### config.mk
export PLATFORM = sky130hd
export DESIGN_NAME = shift_pipe
export DESIGN_NICKNAME = d
export VERILOG_FILES = /design/src/rtl/shift_pipe.sv
export SDC_FILE = /design/constraint.sdc
export NUM_CORES = 1
export LEC_CHECK = 0
export CORE_UTILIZATION = 59
export CTS_CLUSTER_SIZE = 30
export DETAILED_ROUTE_END_ITERATION = 10
export PLACE_DENSITY = 0.8
export SKIP_CTS_REPAIR_TIMING = 1
export SLEW_MARGIN = 15
export SYNTH_ARGS = -nofsm -noshare
export SYNTH_HDL_FRONTEND = slang
export SYNTH_SLANG_ARGS = --single-unit
### constraint.sdc
create_clock -name clock -period 11.1 [get_ports clock]
set_clock_uncertainty 0.15 [all_clocks]
set_input_delay 3.33 -clock clock [delete_from_list [all_inputs] [get_ports clock]]
set_output_delay 3.33 -clock clock [all_outputs]
set_load 0.01 [all_outputs]
### src/rtl/shift_pipe.sv
// Pipelined barrel shifter: SLL/SRL/SRA/ROR, one shift level per stage.
// Carries a caller tag; a single global advance stalls every stage at once.
module shift_pipe #(
    parameter int WIDTH = 32,
    parameter int SHW   = $clog2(WIDTH),
    parameter int TAG_W = 5
) (
    input  logic             clock,
    input  logic             reset,
    input  logic             in_valid,
    output logic             in_ready,
    input  logic [WIDTH-1:0] in_data,
    input  logic [SHW-1:0]   in_shamt,
    input  logic [1:0]       in_mode,
    input  logic [TAG_W-1:0] in_tag,
    output logic             out_valid,
    input  logic             out_ready,
    output logic [WIDTH-1:0] out_data,
    output logic [TAG_W-1:0] out_tag
);

    localparam logic [1:0] M_SLL = 2'd0;
    localparam logic [1:0] M_SRL = 2'd1;
    localparam logic [1:0] M_SRA = 2'd2;
    localparam logic [1:0] M_ROR = 2'd3;

    logic                   adv;
    logic [SHW-1:0]         vld_q, vld_d;
    logic [SHW-1:0]         sg_q,  sg_d;
    logic [WIDTH-1:0]       dat_q [SHW];
    logic [WIDTH-1:0]       dat_d [SHW];
    logic [SHW-1:0]         sh_q  [SHW];
    logic [SHW-1:0]         sh_d  [SHW];
    logic [1:0]             md_q  [SHW];
    logic [1:0]             md_d  [SHW];
    logic [TAG_W-1:0]       tag_q [SHW];
    logic [TAG_W-1:0]       tag_d [SHW];

    // One shift level of 2^k; SRA fill comes from the carried sign, not the MSB.
    function automatic logic [WIDTH-1:0] level(
        input logic [WIDTH-1:0] d,
        input logic             en,
        input logic [1:0]       m,
        input logic             s,
        input int               k
    );
        logic [WIDTH-1:0] fill;
        logic [WIDTH-1:0] r;
        int               amt;
        amt  = 1 << k;
        fill = s ? ~({WIDTH{1'b1}} >> amt) : '0;
        r    = d;
        if (en) begin
            unique case (m)
                M_SLL: r = d << amt;
                M_SRL: r = d >> amt;
                M_SRA: r = (d >> amt) | fill;
                M_ROR: r = (d >> amt) | (d << (WIDTH - amt));
                default: r = d;
            endcase
        end
        return r;
    endfunction

    assign adv       = !vld_q[SHW-1] || out_ready;
    assign in_ready  = adv;
    assign out_valid = vld_q[SHW-1];
    assign out_data  = dat_q[SHW-1];
    assign out_tag   = tag_q[SHW-1];

    always_comb begin
        vld_d = vld_q;
        sg_d  = sg_q;
        dat_d = dat_q;
        sh_d  = sh_q;
        md_d  = md_q;
        tag_d = tag_q;
        if (adv) begin
            vld_d[0] = in_valid;
            sg_d[0]  = in_data[WIDTH-1];
            sh_d[0]  = in_shamt;
            md_d[0]  = in_mode;
            tag_d[0] = in_tag;
            dat_d[0] = level(in_data, in_shamt[0], in_mode,
                             in_data[WIDTH-1], 0);
            for (int k = 1; k < SHW; k++) begin
                vld_d[k] = vld_q[k-1];
                sg_d[k]  = sg_q[k-1];
                sh_d[k]  = sh_q[k-1];
                md_d[k]  = md_q[k-1];
                tag_d[k] = tag_q[k-1];
                dat_d[k] = level(dat_q[k-1], sh_q[k-1][k], md_q[k-1],
                                 sg_q[k-1], k);
            end
        end
    end

    always_ff @(posedge clock or posedge reset) begin
        if (reset) begin
            vld_q <= '0;
            sg_q  <= '0;
            for (int k = 0; k < SHW; k++) begin
                dat_q[k] <= '0;
                sh_q[k]  <= '0;
                md_q[k]  <= '0;
                tag_q[k] <= '0;
            end
        end else begin
            vld_q <= vld_d;
            sg_q  <= sg_d;
            for (int k = 0; k < SHW; k++) begin
                dat_q[k] <= dat_d[k];
                sh_q[k]  <= sh_d[k];
                md_q[k]  <= md_d[k];
                tag_q[k] <= tag_d[k];
            end
        end
    end

endmodule

==> results.sh, run 1 <==
export IMPL_critical_path_cell_count=5
export IMPL_first_global_vias=8296
export IMPL_grt_antenna_before_repair=0
export IMPL_r2r_cells=7
export IMPL_grt_pass1_wl_um=42270
export IMPL_p_sw_w=0.001465
export IMPL_setup_worst_path_start_class="primary input"
export IMPL_worstHoldPathType="flop to flop"
export IMPL_die_width_um=140.7
export IMPL_global_route_usage_over_all_layers_pct=25.94
export IMPL_rsz0062_at_grt="no"
export IMPL_tritoncts="built"
export IMPL_synth_sequential_area_ratio_pct=46.72
export IMPL_clock_path_buffers=3
export IMPL_post_synthesis_instance_total=1288
export IMPL_antenna_diode_count=0
export IMPL_power_share_switching_pct=39.56
export IMPL_detail_route_wirelength_um=25280
export IMPL_numPortBuffers=86
export IMPL_tritoncts_num_buffers=23
export IMPL_worstSetupEndpoint="in_ready"
export IMPL_core_mm2=0.01877
export IMPL_max_slew_margin_rel_pct=22.76
export IMPL_critPathSlowestCell="sky130_fd_sc_hd__clkdlybuf4s50_1"
export IMPL_avgSynthCellArea_um2=8.816
export IMPL_internal_power_w=0.002239
export IMPL_std_cell_rows=50
export IMPL_wire_per_inst_um=16.87
export IMPL_final_max_slew_violation_count=0
export IMPL_post_route_util_pct=66.66
export IMPL_power_leakage_nw=6.031
export IMPL_num_fill_cells=1538
export IMPL_design_portCount=87
export IMPL_regToRegSetupSlack_ps=7760
export IMPL_finalCritPeriodShare_pct=79.50
export IMPL_clkSinkCount=212
export IMPL_detailed_place_hpwl_um=16260
export IMPL_tightest_slew_ps=1155
export IMPL_timing_max_cap_violations=0
export IMPL_cts_clk_slew_worst_paths_ps=60
export IMPL_critical_path_max_stage_delay_ps=650
export IMPL_achievable_frequency_mhz=113.3
export IMPL_kind_of_end_point_of_the_critical_path="primary output"
export IMPL_setup_tns_ps=0
export IMPL_detail_route_first_pass_iterations=5
export IMPL_yosysWarnings=0
export IMPL_logic_gate_share_of_total_power_pct=40.2
export IMPL_antenna_left=0
export IMPL_reg2reg_to="dat_q[146]"
export IMPL_timing_critical_path_fanout_max=96
export IMPL_die_area_mm2=0.01980
export IMPL_drt_drc_violations_left=0
export IMPL_timing_critical_path_from="out_ready"
export IMPL_final_nets=1298
export IMPL_layout_drive_gt1_share_pct=4.901
export IMPL_fin_crit_ps=8825
export IMPL_finalHoldViolations=0
export IMPL_area_growth_from_synthesis_to_layout_pct=10.18
export IMPL_seq_area_mm2=0.005305
export IMPL_power_density_mw_per_mm2=296.1
export IMPL_initial_util_pct=60.50
export IMPL_status="complete, no violations"
export IMPL_grt_max_degree=140
export IMPL_regToRegStartpoint="vld_q[4]"
export IMPL_report_power_total_w=0.003704
export IMPL_final_cells=1499
export IMPL_detailroute_via_count=9174
export IMPL_sequential_power_share_pct=39.0
export IMPL_place_detailed_instances=1459
export IMPL_drt_first_iter_violations=703
export IMPL_ys_types=34
export IMPL_root_buffer="sky130_fd_sc_hd__clkbuf_16"
export IMPL_max_rail_drop_vdd_mv=0.1217
export IMPL_synth_fp_nets=1336
export IMPL_required_ps=7620
export IMPL_grt_remaining_overflow=0
export IMPL_setup_worst_path_class="primary input to primary output"
export IMPL_finalWeightedCongestion=0.8787
export IMPL_report_final_setup_viol=0
export IMPL_cts_htree_levels=1
export IMPL_pwr_share_clk_pct=20.8
export IMPL_timing_critical_path_mode_cell="sky130_fd_sc_hd__clkdlybuf4s50_1"
export IMPL_fp_dieH_um=140.7
export IMPL_route_detailed_vias_per_inst=6.120
export IMPL_multi_input_area_mm2=0.004863
export IMPL_whs_ps=308.6
export IMPL_ys_seq_elements=212
export IMPL_timing_critical_path_max_delay_family="buffers and inverters"
export IMPL_post_synth_instance_area_mm2=0.01135
export IMPL_latest_clock_arrival_within_the_worst_skew_pair_ps=520
export IMPL_worstPathArrival_ps=5340
export IMPL_cp_cell_sequence="clkdlybuf4s50_1 -> nor2b_4 -> buf_4 -> inv_6 -> clkdlybuf4s50_1"
export IMPL_cp_num_buf_inv=4
power groups by stage:
stage          logic [W]  clock network [W]  registers, W
3_3_place_gp     0.00143                  0       0.00144
6_report         0.00149           0.000771       0.00145
2_1_floorplan    0.00128                  0       0.00131
5_1_grt          0.00167           0.000817       0.00149
4_1_cts          0.00148           0.000784       0.00144
3_5_place_dp     0.00147                  0       0.00145
stage by stage:
step,setup slack (ps),cell area [um2]
2_1_floorplan,1826,11350
3_3_place_gp,2269,11750
3_5_place_dp,2254,11750
4_1_cts,2262,12520
5_1_grt,2139,12510
6_report,2275,12510
kinds of logic (layout without fill, tap and decap cells):
logic type	count (synthesis)	count (layout)	synth area share, %
flip-flops	212	212	46.72
buffers and inverters	248	225	10.51
multiplexers	15	15	1.355
AO/OA/AOI/OAI	548	548	31.94
AND/OR/NAND/NOR	264	264	9.322
XOR/XNOR	1	1	0.1433
synth_stat cells:
library cell                  n  share of area (%)
sky130_fd_sc_hd__nor3b_1      1              0.066
sky130_fd_sc_hd__o22ai_2      6               0.66
sky130_fd_sc_hd__buf_6        9               0.89
sky130_fd_sc_hd__a211oi_1    31                2.0
sky130_fd_sc_hd__mux2i_1     12                1.1
sky130_fd_sc_hd__or2_1        3               0.17
sky130_fd_sc_hd__buf_4       43                2.8
sky130_fd_sc_hd__a2bb2oi_1   16                1.2
sky130_fd_sc_hd__nand2_1    229                7.6
sky130_fd_sc_hd__nor2b_1     13               0.72
sky130_fd_sc_hd__nand3b_1     1              0.066
sky130_fd_sc_hd__a31oi_1      1              0.055
sky130_fd_sc_hd__o21ai_1     15               0.66
sky130_fd_sc_hd__nand3_1     12               0.53
sky130_fd_sc_hd__o211a_1     95                8.4
sky130_fd_sc_hd__o221a_2      1              0.099
sky130_fd_sc_hd__o22ai_1     63                3.5
sky130_fd_sc_hd__buf_1        4               0.13
sky130_fd_sc_hd__mux2_2       3               0.30
sky130_fd_sc_hd__buf_2       27                1.2
sky130_fd_sc_hd__a311oi_1    12               0.93
sky130_fd_sc_hd__dfrtp_1    212                 47
sky130_fd_sc_hd__inv_2        1              0.033
sky130_fd_sc_hd__o21ai_0    258                 11
sky130_fd_sc_hd__clkbuf_1    78                2.6
sky130_fd_sc_hd__a221oi_1     4               0.31
sky130_fd_sc_hd__nor2_1       3              0.099
sky130_fd_sc_hd__and2_1       1              0.055
sky130_fd_sc_hd__inv_1       86                2.8
sky130_fd_sc_hd__nand2b_1     1              0.055
sky130_fd_sc_hd__o211ai_1     1              0.066
sky130_fd_sc_hd__a21oi_1     14               0.62
sky130_fd_sc_hd__o21a_1      31                2.0
sky130_fd_sc_hd__xor2_2       1               0.14
layer usage:
metal	vias to the layer above	part of all wire (%)	GRT usage, %
li1	4430	-	-
met1	4407	46	37.21
met2	306	47	41.82
met3	31	5.1	3.193
met4	0	1.7	7.037
met5	-	0	0
registers in the layout, summed over array words and instances, names as in the netlist:
register	cells
sg_q	4
vld_q	5
dat_q	128
sh_q	10
out_data	32
out_tag	5
tag_q	20
md_q	8
worst min path at each step:
stage                           from         end  depth (start not counted)
after floorplan             vld_q[3]    vld_q[3]                          2
after global placement      vld_q[3]    vld_q[3]                          2
after detailed placement    vld_q[3]    vld_q[3]                          2
after CTS                   vld_q[3]    vld_q[3]                          2
after global routing      out_tag[0]  out_tag[0]                          2
final                       vld_q[3]    vld_q[3]                          2
placed cells by master (no fill, tap or decap), drive strengths merged, types with 4 or more instances in the layout:
master	Yosys	routed
o21ai	273	273
nand2	229	229
dfrtp	212	212
o211a	95	95
inv	87	88
clkdlybuf4s50	0	85
o22ai	69	69
clkbuf	78	34
a211oi	31	31
o21a	31	31
a2bb2oi	16	16
a21oi	14	14
nor2b	13	13
buf	83	13
mux2i	12	12
nand3	12	12
a311oi	12	12
a221oi	4	4
worst reg2reg max path, stage by stage (launching register included):
cell                      delay [ps]
sky130_fd_sc_hd__dfrtp_1         390
sky130_fd_sc_hd__nor2b_4         130
sky130_fd_sc_hd__buf_4           280
sky130_fd_sc_hd__inv_6           530
sky130_fd_sc_hd__buf_4           700
sky130_fd_sc_hd__buf_4           630
sky130_fd_sc_hd__o21ai_0         270
sky130_fd_sc_hd__o22ai_1         180
cell type report:
| cell class | count | share of cell area (%) |
|---|---|---|
| Sequential cell | 212 | 42.40 |
| Clock inverter | 6 | 0.7001 |
| Clock buffer | 34 | 5.411 |
| Inverter | 87 | 2.710 |
| Tap cell | 234 | 2.340 |
| Multi-Input combinational cell | 828 | 38.87 |
| Timing Repair Buffer | 98 | 7.561 |
Note: power is estimated with default switching activity, not from simulation.
==> inputs of run 2 (changes only) <==
--- a/config.mk
+++ b/config.mk
@@ -5,10 +5,10 @@
 export SDC_FILE = /design/constraint.sdc
 export NUM_CORES = 1
 export LEC_CHECK = 0
-export CORE_UTILIZATION = 59
+export CORE_UTILIZATION = 53
 export CTS_CLUSTER_SIZE = 30
 export DETAILED_ROUTE_END_ITERATION = 10
-export PLACE_DENSITY = 0.8
+export PLACE_DENSITY = 0.76
 export SKIP_CTS_REPAIR_TIMING = 1
 export SLEW_MARGIN = 15
 export SYNTH_ARGS = -nofsm -noshare
==> constraint.sdc (replaced) <==
create_clock -name clock -period 7.5 [get_ports clock]
set_clock_uncertainty 0.15 [all_clocks]
set_input_delay 2.25 -clock clock [delete_from_list [all_inputs] [get_ports clock]]
set_output_delay 2.25 -clock clock [all_outputs]
set_load 0.01 [all_outputs]
==> run 2 against run 1 <==
Compared with the run above:
- the flow now finishes with violations (DRC)
- sequential share of layout area rose by 0.11 points
- via count fell by 1.4%
- highest routed layer unchanged
- clock power rose by 32%
- first-iteration DRC count rose by 7.1%
==> results.sh, run 2 (same netlist as run 1, synthesis figures left out) <==
export IMPL_num_fill_cells=1859
export IMPL_cts_clk_slew_worst_paths_ps=60
export IMPL_root_buffer="sky130_fd_sc_hd__clkbuf_16"
export IMPL_cts_htree_levels=1
export IMPL_achievable_frequency_mhz=161.1
export IMPL_tritoncts_num_buffers=22
export IMPL_kind_of_end_point_of_the_critical_path="primary output"
export IMPL_worstHoldPathType="flop to flop"
export IMPL_whs_ps=305.8
export IMPL_clock_path_buffers=3
export IMPL_layout_cells_most_common="sky130_fd_sc_hd__o21ai_0"
export IMPL_required_ps=5100
export IMPL_drt_drc_violations_left=2
export IMPL_core_mm2=0.02102
export IMPL_failed_checks="DRC"
export IMPL_latest_clock_arrival_within_the_worst_skew_pair_ps=500
export IMPL_report_final_setup_viol=0
export IMPL_antenna_left=0
export IMPL_tritoncts="built"
export IMPL_grt_max_degree=166
export IMPL_numPortBuffers=86
export IMPL_first_global_vias=8259
export IMPL_setup_worst_path_start_class="primary input"
export IMPL_final_nets=1299
export IMPL_detail_route_wirelength_um=25540
export IMPL_timing_critical_path_fanout_max=81
export IMPL_worst_slack_placed_ps=1286
export IMPL_rsz0062_at_grt="no"
export IMPL_status="finished, violations left"
export IMPL_design_portCount=87
export IMPL_fin_crit_ps=6206
export IMPL_die_width_um=148.4
export IMPL_layout_common_cells="sky130_fd_sc_hd__o21ai_0 (258), sky130_fd_sc_hd__nand2_1 (229), sky130_fd_sc_hd__dfrtp_1 (212)"
export IMPL_antenna_diode_count=0
export IMPL_timing_max_cap_violations=0
export IMPL_min_delay_path_depth=2
export IMPL_route_detailed_vias_per_inst=5.888
export IMPL_grtUsageMet2_pct=36.48
export IMPL_drt_first_iter_violations=753
export IMPL_setup_tns_ps=0
export IMPL_final_max_slew_violation_count=0
export IMPL_max_rail_drop_vdd_mv=0.1761
export IMPL_top_usage_layer="met2"
export IMPL_clkSinkCount=212
export IMPL_global_route_usage_met1_pct=34.75
export IMPL_grt_pass1_wl_um=42610
export IMPL_detailed_place_area_mm2=0.01183
export IMPL_detailed_place_hpwl_um=16440
export IMPL_detail_route_first_pass_iterations=8
export IMPL_global_route_usage_met3_pct=2.822
export IMPL_r2r_cells=4
export IMPL_post_route_util_pct=59.36
export IMPL_finalHoldViolations=0
export IMPL_area_growth_from_synthesis_to_layout_pct=9.895
export IMPL_grt_remaining_overflow=0
export IMPL_finalCritPeriodShare_pct=82.75
export IMPL_die_area_mm2=0.02201
export IMPL_initial_util_pct=54.01
export IMPL_worstPathArrival_ps=3810
export IMPL_power_density_mw_per_mm2=431.6
export IMPL_setup_worst_path_class="primary input to primary output"
export IMPL_finish_instance_area_mm2=0.01248
export IMPL_post_route_worst_setup_slack_ps=1294
export IMPL_max_slew_margin_rel_pct=26.13
export IMPL_global_route_usage_over_all_layers_pct=23.52
export IMPL_power_leakage_nw=5.979
export IMPL_tightest_slew_ps=1105
export IMPL_max_flop_register="dat_q"
export IMPL_wire_per_inst_um=16.62
export IMPL_grt_antenna_before_repair=0
export IMPL_fp_dieH_um=148.4
export IMPL_largest_register_ffs=128
export IMPL_std_cell_rows=53
export IMPL_detailroute_via_count=9050
export IMPL_finalWeightedCongestion=0.8134
export IMPL_layout_drive_gt1_share_pct=4.279
[run 2: changes by cell type in the layout (fill, tap and decap cells not counted), sizes merged]
| cell | before | now |
|---|---|---|
| bufinv | 2 | 1 |
| clkinv | 3 | 0 |
| buf | 13 | 15 |
| clkinvlp | 0 | 1 |
| inv | 88 | 86 |
[run 2: report_power, final]
group          internal, W  leakage [nW]  switching (W)
logic             0.000943          3.12        0.00130
registers          0.00168          2.55       0.000438
clock network     0.000603         0.317       0.000422
total              0.00323          5.98        0.00216
[run 2: area by class of cell]
type                            count  area, um2  area share [%]
Sequential cell                   212       5305           42.51
Clock inverter                      1      30.03          0.2407
Tap cell                          275      344.1           2.757
Timing Repair Buffer              100      973.4           7.801
Clock buffer                       34      626.9           5.024
Multi-Input combinational cell    828       4863           38.98
Inverter                           87      335.3           2.687
[run 2: routing by layer]
metal	part of all wire [%]	vias up
met5	0	-
met4	2.0	0
met3	4.7	35
met2	46	266
met1	48	4322
li1	-	4427
[run 2: worst paths after layout]
path | startpoint | endpoint | slack (ps)
max | out_ready | in_ready | 1290
min | vld_q[3] | vld_q[3] | 310
max reg2reg | vld_q[4] | out_data[6] | 4910
min reg2reg | vld_q[3] | vld_q[3] | 310
max in group asynchronous | reset | dat_q[154] | 3760
min in group asynchronous | reset | out_data[9] | 2140
[run 2: worst max-delay path, cell delays in order]
cell and delay [ps]:
sky130_fd_sc_hd__clkdlybuf4s50_1 510, sky130_fd_sc_hd__nor2b_4 70, sky130_fd_sc_hd__inv_6 350, sky130_fd_sc_hd__clkdlybuf4s50_1 630
[run 2: per-stage QoR]
stage	cells	total power, W
after floorplan	1288	0.003829
after global placement	1502	0.004267
after detailed placement	1502	0.004355
after CTS	1537	0.005391
after global routing	1537	0.005780
final	1537	0.005386
